File: src/rtl/bit_corner_turn.sv
`default_nettype none
// ============================================================================
//  Module   : bit_corner_turn
//  Purpose  : N x N bit-matrix corner turn. Accepts N row words over a
//             valid/ready stream and emits N column words; column j bit i
//             equals row i bit j.
//  Options  : BIT_CORNER_TURN_PINGPONG_EN - two banks so that filling one
//             matrix overlaps draining the previous one. Undefined gives a
//             single bank that alternates fill and drain.
//  Revision : 1.0 - initial release
// ============================================================================
module bit_corner_turn #(
  parameter int N = 5
) (
  input  logic         clk,
  input  logic         rst,
  input  logic         in_valid,
  output logic         in_ready,
  input  logic [N-1:0] in_data,
  output logic         out_valid,
  input  logic         out_ready,
  output logic [N-1:0] out_data,
  output logic         out_last,
  output logic         busy
);

  localparam int CW = $clog2(N);
  localparam logic [CW-1:0] C_LAST = CW'(N - 1);

`ifdef BIT_CORNER_TURN_PINGPONG_EN
  localparam bit C_PINGPONG = 1'b1;
`else
  localparam bit C_PINGPONG = 1'b0;
`endif

  typedef enum logic {
    FILL  = 1'b0,
    DRAIN = 1'b1
  } state_t;

  // Two bank slots always exist; without ping-pong both pointers are pinned
  // to bank 0 and bank 1 never leaves its reset state.
  logic [N-1:0]  mem_q   [2][N];
  logic [N-1:0]  mem_d   [2][N];
  state_t        state_q [2];
  state_t        state_d [2];
  logic [CW-1:0] cnt_q   [2];
  logic [CW-1:0] cnt_d   [2];
  logic          wr_ptr_q, wr_ptr_d;
  logic          rd_ptr_q, rd_ptr_d;

  logic          in_fire;
  logic          out_fire;
  logic [CW-1:0] rd_col;

  // Output decode from registered state; reset forces every output low.
  always_comb begin
    in_ready  = ~rst && (state_q[wr_ptr_q] == FILL);
    out_valid = ~rst && (state_q[rd_ptr_q] == DRAIN);
    rd_col    = cnt_q[rd_ptr_q];
    out_data  = '0;
    out_last  = 1'b0;
    if (out_valid) begin
      for (int i = 0; i < N; i++) begin
        out_data[i] = mem_q[rd_ptr_q][i][rd_col];
      end
      out_last = (rd_col == C_LAST);
    end
    busy = 1'b0;
    for (int b = 0; b < 2; b++) begin
      if ((state_q[b] == DRAIN) || (cnt_q[b] != '0)) begin
        busy = ~rst;
      end
    end
  end

  // Next-state: row write into the fill bank, column advance in the drain bank.
  always_comb begin
    in_fire  = in_valid && in_ready;
    out_fire = out_valid && out_ready;
    mem_d    = mem_q;
    state_d  = state_q;
    cnt_d    = cnt_q;
    wr_ptr_d = wr_ptr_q;
    rd_ptr_d = rd_ptr_q;

    // Fill and drain never target the same bank in the same cycle: the
    // write bank must be in FILL and the read bank in DRAIN.
    if (in_fire) begin
      mem_d[wr_ptr_q][cnt_q[wr_ptr_q]] = in_data;
      if (cnt_q[wr_ptr_q] == C_LAST) begin
        cnt_d[wr_ptr_q]   = '0;
        state_d[wr_ptr_q] = DRAIN;
        wr_ptr_d          = C_PINGPONG ? ~wr_ptr_q : 1'b0;
      end else begin
        cnt_d[wr_ptr_q] = cnt_q[wr_ptr_q] + 1'b1;
      end
    end

    if (out_fire) begin
      if (cnt_q[rd_ptr_q] == C_LAST) begin
        cnt_d[rd_ptr_q]   = '0;
        state_d[rd_ptr_q] = FILL;
        rd_ptr_d          = C_PINGPONG ? ~rd_ptr_q : 1'b0;
      end else begin
        cnt_d[rd_ptr_q] = cnt_q[rd_ptr_q] + 1'b1;
      end
    end
  end

  // Control registers with synchronous reset; matrix storage is not cleared
  // because gating of out_data keeps stale contents invisible.
  always_ff @(posedge clk) begin
    mem_q <= mem_d;
    if (rst) begin
      for (int b = 0; b < 2; b++) begin
        state_q[b] <= FILL;
        cnt_q[b]   <= '0;
      end
      wr_ptr_q <= 1'b0;
      rd_ptr_q <= 1'b0;
    end else begin
      state_q  <= state_d;
      cnt_q    <= cnt_d;
      wr_ptr_q <= wr_ptr_d;
      rd_ptr_q <= rd_ptr_d;
    end
  end

endmodule
`default_nettype wire

File: config.mk
export PLATFORM = sky130hd
export DESIGN_NAME = bit_corner_turn
export DESIGN_NICKNAME = d
export VERILOG_FILES = /design/src/rtl/bit_corner_turn.sv
export SDC_FILE = /design/constraint.sdc
export NUM_CORES = 1
export LEC_CHECK = 0
export CAP_MARGIN = 20
export CORE_MARGIN = 10
export CORE_UTILIZATION = 56
export CTS_BUF_LIST = sky130_fd_sc_hd__clkbuf_16
export DETAILED_ROUTE_END_ITERATION = 12
export GPL_TIMING_DRIVEN = 0
export PLACE_DENSITY_LB_ADDON = 0.3
export SYNTH_ARGS = -nofsm -noshare
export SYNTH_HDL_FRONTEND = slang
export SYNTH_SLANG_ARGS = --single-unit
File: constraint.sdc
create_clock -name clk -period 5.2 [get_ports clk]
set_input_delay 1.56 -clock clk [delete_from_list [all_inputs] [get_ports clk]]
set_output_delay 1.56 -clock clk [all_outputs]
set_load 0.1 [all_outputs]
# Word level (Yosys, flattened, before mapping)
# Index checks and enable logic that the tools add are counted.
dict set report classes {
  n_addsub 1
  order_cmp 3
  n_eq_ne 1
  mux 25
  n_bitwise 3
  n_reduce_logical 10
}
# op count
set ops {}
lappend ops {{50-bit bitwise mux} 1}
lappend ops {{6-bit 2-to-1 mux} 4}
lappend ops {{1-bit binary-select mux with 3-bit select} 5}
lappend ops {{5-bit demux with 3-bit select} 1}
lappend ops {{5-bit 2-to-1 mux} 2}
lappend ops {{1-bit 2-to-1 mux} 8}
lappend ops {{2-bit 2-to-1 mux} 4}
lappend ops {{3-bit nonzero test} 2}
lappend ops {{1-bit logical AND} 5}
lappend ops {{4-bit greater-or-equal comparator, second input constant} 1}
lappend ops {{3-bit by 4-bit < comparator with 1-bit output, second input constant} 1}
lappend ops {{4-bit by 1-bit < comparator with 1-bit output, second input constant} 1}
lappend ops {{3-bit NOT with 4-bit output} 1}
lappend ops {{3-bit by 1-bit adder with 3-bit output, second input constant} 1}
lappend ops {{3-bit equality test, second input constant} 1}
lappend ops {{1-bit logical OR} 2}
lappend ops {{1-bit NOT} 2}
lappend ops {{2-bit nonzero test} 1}
dict set report word_totals {
  register_bits 58
  in_bits 9
}

# Logic depth before layout (Yosys ltp)
dict set report depth {
  ltp_word 6
  ltp_mapped 7
  mapped_depth_nobuf 5
}

# Worst setup path before layout
# No wires, ideal clock.
dict set report synth_path {
  path_kind {input to output}
  from {input rst}
  to {output out_data[0]}
  t_arrival_ns 4.290
  path_slack_ns -0.650
  cell_stages 4
  path_buffers 1
  cell_sequence {buf_2 > nor2b_1 > nor3b_2 > a21o_1}
}
dict set report synth_between {
  elab_chain_cells 3
}
# item line
set synth_lines {}
lappend synth_lines {{start: declaration} 16} ;# input logic rst,
lappend synth_lines {{1-bit NOT} 59} ;# out_valid = ~rst && (state_q[rd_ptr_q] == DRAIN);
lappend synth_lines {{1-bit logical AND} 59}
lappend synth_lines {{via out_valid} 20} ;# output logic out_valid,
lappend synth_lines {{5-bit 2-to-1 mux} 63} ;# if (out_valid) begin
lappend synth_lines {{end: declaration} 22} ;# output logic [N-1:0] out_data,
# The timed path passes the listed nets, and every way through them passes these cells.

# Worst setup path in the final report
dict set report layout_path {
  from {input rst}
  to {output out_data[3]}
}
dict set report layout_between {
  elab_chain_cells 3
}
# item line
set layout_lines {}
lappend layout_lines {{1-bit NOT} 59}
lappend layout_lines {{1-bit logical AND} 59}
lappend layout_lines {{5-bit 2-to-1 mux} 63}
# No other way between the ends.

==> flow_summary.yaml <==
outcome:
  status: "complete, no violations"
timing:
  slew_violations: 0
  min_period_ns: 4.98
  hold_violations: 0
  rsz0062_at_grt: "false"
  clock_skew_ns: 0.00281
  slew_headroom_pct: 35.3
  timing.final.crit_share_pct: 95.9
  fin_tns_setup_ns: 0
  finalSetupViolCount: 0
  fmax_ghz: 0.201
  worstMarginPinSlew_ns: 0.968
pwr:
  p_comb_share_pct: 7.7
  peakVddDrop_mv: 0.376
  swShare_pct: 20.6
  p_per_area_nw_per_um2: 352
  p_clk_share_pct: 46.1
  power_frac_seq_pct: 46.2
  switchingPower_uw: 116
  totalPowerFinal_uw: 563
  leakage_uw: 0.000615
  p_int_uw: 448
routing:
  drt_iter0_drc: 73
  post-route-drc-count: 0
  vias_per_cell: 5.52
  wirelength_um: 2320
  ant_nets: 0
  first_pass_iters: 4
  wl_per_cell_um: 16.4
  vias: 778
worst_setup_path:
  worst-path-buf-inv: 2
  critPathLaunchType: "input port"
  crit_chain: "buf_2 -> or4b_4 -> o22ai_1 -> a21o_1 -> dlygate4sd2_1"
  path_delay_family: "buffers and inverters"
  critPathMaxFanout: 9
  crit_slowest_cell: "dlygate4sd2_1"
  path_class: "input port to primary output"
  critPathCaptureType: "primary output"
  max_stage_delay_ns: 0.86
  cp_data_arrival_time_ns: 3.42
  cp.required_ns: 3.64
floorplanning:
  placementRows: 17
  die_h_um: 67.5
  start_util_pct: 57.7
  die_x_um: 67.5
  die_area_um2: 4560
  fp.coreArea_um2: 2190
  pin_count: 18
synth:
  yosys-top-cells-area: "edfxtp_1, mux2i_1, dfxtp_1"
  synth_seq_cells: 29
  ys_seq_area_share_pct: 65.7
  synth_top_cell_area_share_pct: 59.4
  synth_edf_count: 25
  synthesis.area_um2: 1260
  synth_fp_nets: 100
  ys_warn_count: 0
  async_reset_ff_share_pct: 0
  synth_flop_cell: "edfxtp_1"
  avgSynthCellArea_um2: 14.2
  synth_cell_types: 28
  syn_inst: 89
  synth_area_leader_cell: "edfxtp_1"
clocking:
  cts-htree-levels: 2
  clk_latency_ns: 0.27
  path_clk_slew_ns: 0.05
  cts_sinks: 29
  cts_tree: "built"
  numCtsBuffers: 5
  clock_tree.buffer_depth: 2
  cts-root-buf: "clkbuf_16"
finish:
  n_antenna_cell: 0
  drive_above_1_share_pct: 15.0
  nFillCells: 147
  area_growth_pct: 26.5
  fin_area_um2: 1600
  fin_nets: 123
  finalCoreUtilization_pct: 73.0
grt:
  grt_pass1_vias: 804
  track_usage_pct: 11.6
  grt_max_degree: 11
  grt_pass1_wl_um: 3830
  antenna_found_initial: 0
  grt-ovfl-total: 0
placed_design:
  dpl_cell_area_um2: 1470
  hpwl_um: 1690
  gp_congestion: 0.770
  port_buffers: 16
worst_hold_path:
  hold_class: "flop to flop"
flow_run:
  cap_violations: 0
-- path summary, 6_finish.rpt --
| path | startpoint | end | slack, ns | cells after the start |
|---|---|---|---|---|
| worst max-delay path | rst | out_data[3] | 0.22 | 5 |
| worst min-delay path | cnt_q[3]$_SDFFE_PP0P_ | cnt_q[3]$_SDFFE_PP0P_ | 0.61 | 3 |
| worst max register to register | cnt_q[4]$_SDFFE_PP0P_ | mem_q[35]$_DFFE_PP_ | 3.32 | 4 |
| worst min register to register | cnt_q[3]$_SDFFE_PP0P_ | cnt_q[3]$_SDFFE_PP0P_ | 0.61 | 3 |
-- stage by stage --
step	std cells	hold slack (ns)	setup WS, ns
final	141	0.607	0.215
after global routing	141	0.646	0.137
after CTS	141	0.612	0.213
after detailed placement	133	0.597	-0.0686
after global placement	133	0.595	-0.0595
after floorplan	89	0.566	0.320
-- what timing repair did --
item / in CTS / in global routing
resized for setup: 5 / 0
hold buffers: 0 / 0
buffers inserted: 0 / 0
endpoints found under the setup margin: 5 / 0
endpoints found under the hold margin: 0 / 0
-- tightest hold or removal path, delay by kind of cell (launching register included) --
| kind | cells | cell delay (ns) |
|---|---|---|
| buffers and inverters | 1 | 0.13 |
| AO/OA/AOI/OAI | 1 | 0.06 |
| flip-flops | 1 | 0.31 |
| AND/OR/NAND/NOR | 1 | 0.05 |
-- sequential cells by signal, summed over array words and instances, names as in the netlist, named ones only --
| signal | cells |
|---|---|
| cnt_q | 3 |
| mem_q | 25 |
-- kinds of logic (layout without fill, tap and decap cells) --
group	Yosys count	after routing	synth area share, %
fa+ha+maj	2	2	1.98
buf+inv	8	32	3.56
mux	12	12	9.51
compound gates	17	17	9.01
flops	29	29	65.7
simple gates	21	21	10.2
-- power by group through the flow --
stage | sequential [uW] | clock, uW | combinational, uW
3_3_place_gp | 264 | 0 | 42.7
6_report | 260 | 260 | 43.5
2_1_floorplan | 264 | 0 | 29.4
4_1_cts | 260 | 266 | 43.8
5_1_grt | 260 | 278 | 47.2
3_5_place_dp | 264 | 0 | 43.5
-- layout make-up --
type                            instances  area [um^2]  area share (%)
Buffer                                  6         37.5            2.35
Clock buffer                            5          125            7.82
Clock inverter                          3         13.8           0.861
Inverter                                2         7.51           0.469
Multi-Input combinational cell         52          395            24.7
Sequential cell                        29          831            52.0
Tap cell                               28         35.0            2.19
Timing Repair Buffer                   16          154            9.62
-- synth_stat cells, drive strengths merged, types with 2 or more instances --
cell type	number
buf	5
nor2	8
mux2i	12
edfxtp	25
dfxtp	4
a21o	5
inv	2
nand2b	2
nand3	2
nor3	2
ha	2
a21oi	3
o22ai	5
-- placed cells by master (no fill, tap or decap), types with 2 or more instances in the layout --
cell	instances
o22ai_1	5
clkbuf_16	5
clkdlybuf4s50_1	11
nand2b_1	2
nand3_1	2
edfxtp_1	25
ha_1	2
nor2_1	8
mux2i_1	12
clkinv_2	2
inv_1	2
a21oi_1	3
dfxtp_1	4
dlygate4sd2_1	5
nor3_1	2
a21o_1	5
buf_2	3
-- metal layers --
metal | wire [um] | track usage, % | vias to the layer above
met4 | 52 | 6.92 | 0
met2 | 1150 | 19.0 | 19
li1 | - | - | 385
met1 | 941 | 11.6 | 370
met3 | 171 | 5.62 | 4
met5 | 0 | 0 | -
No activity file was read; power rests on OpenSTA's default activity.
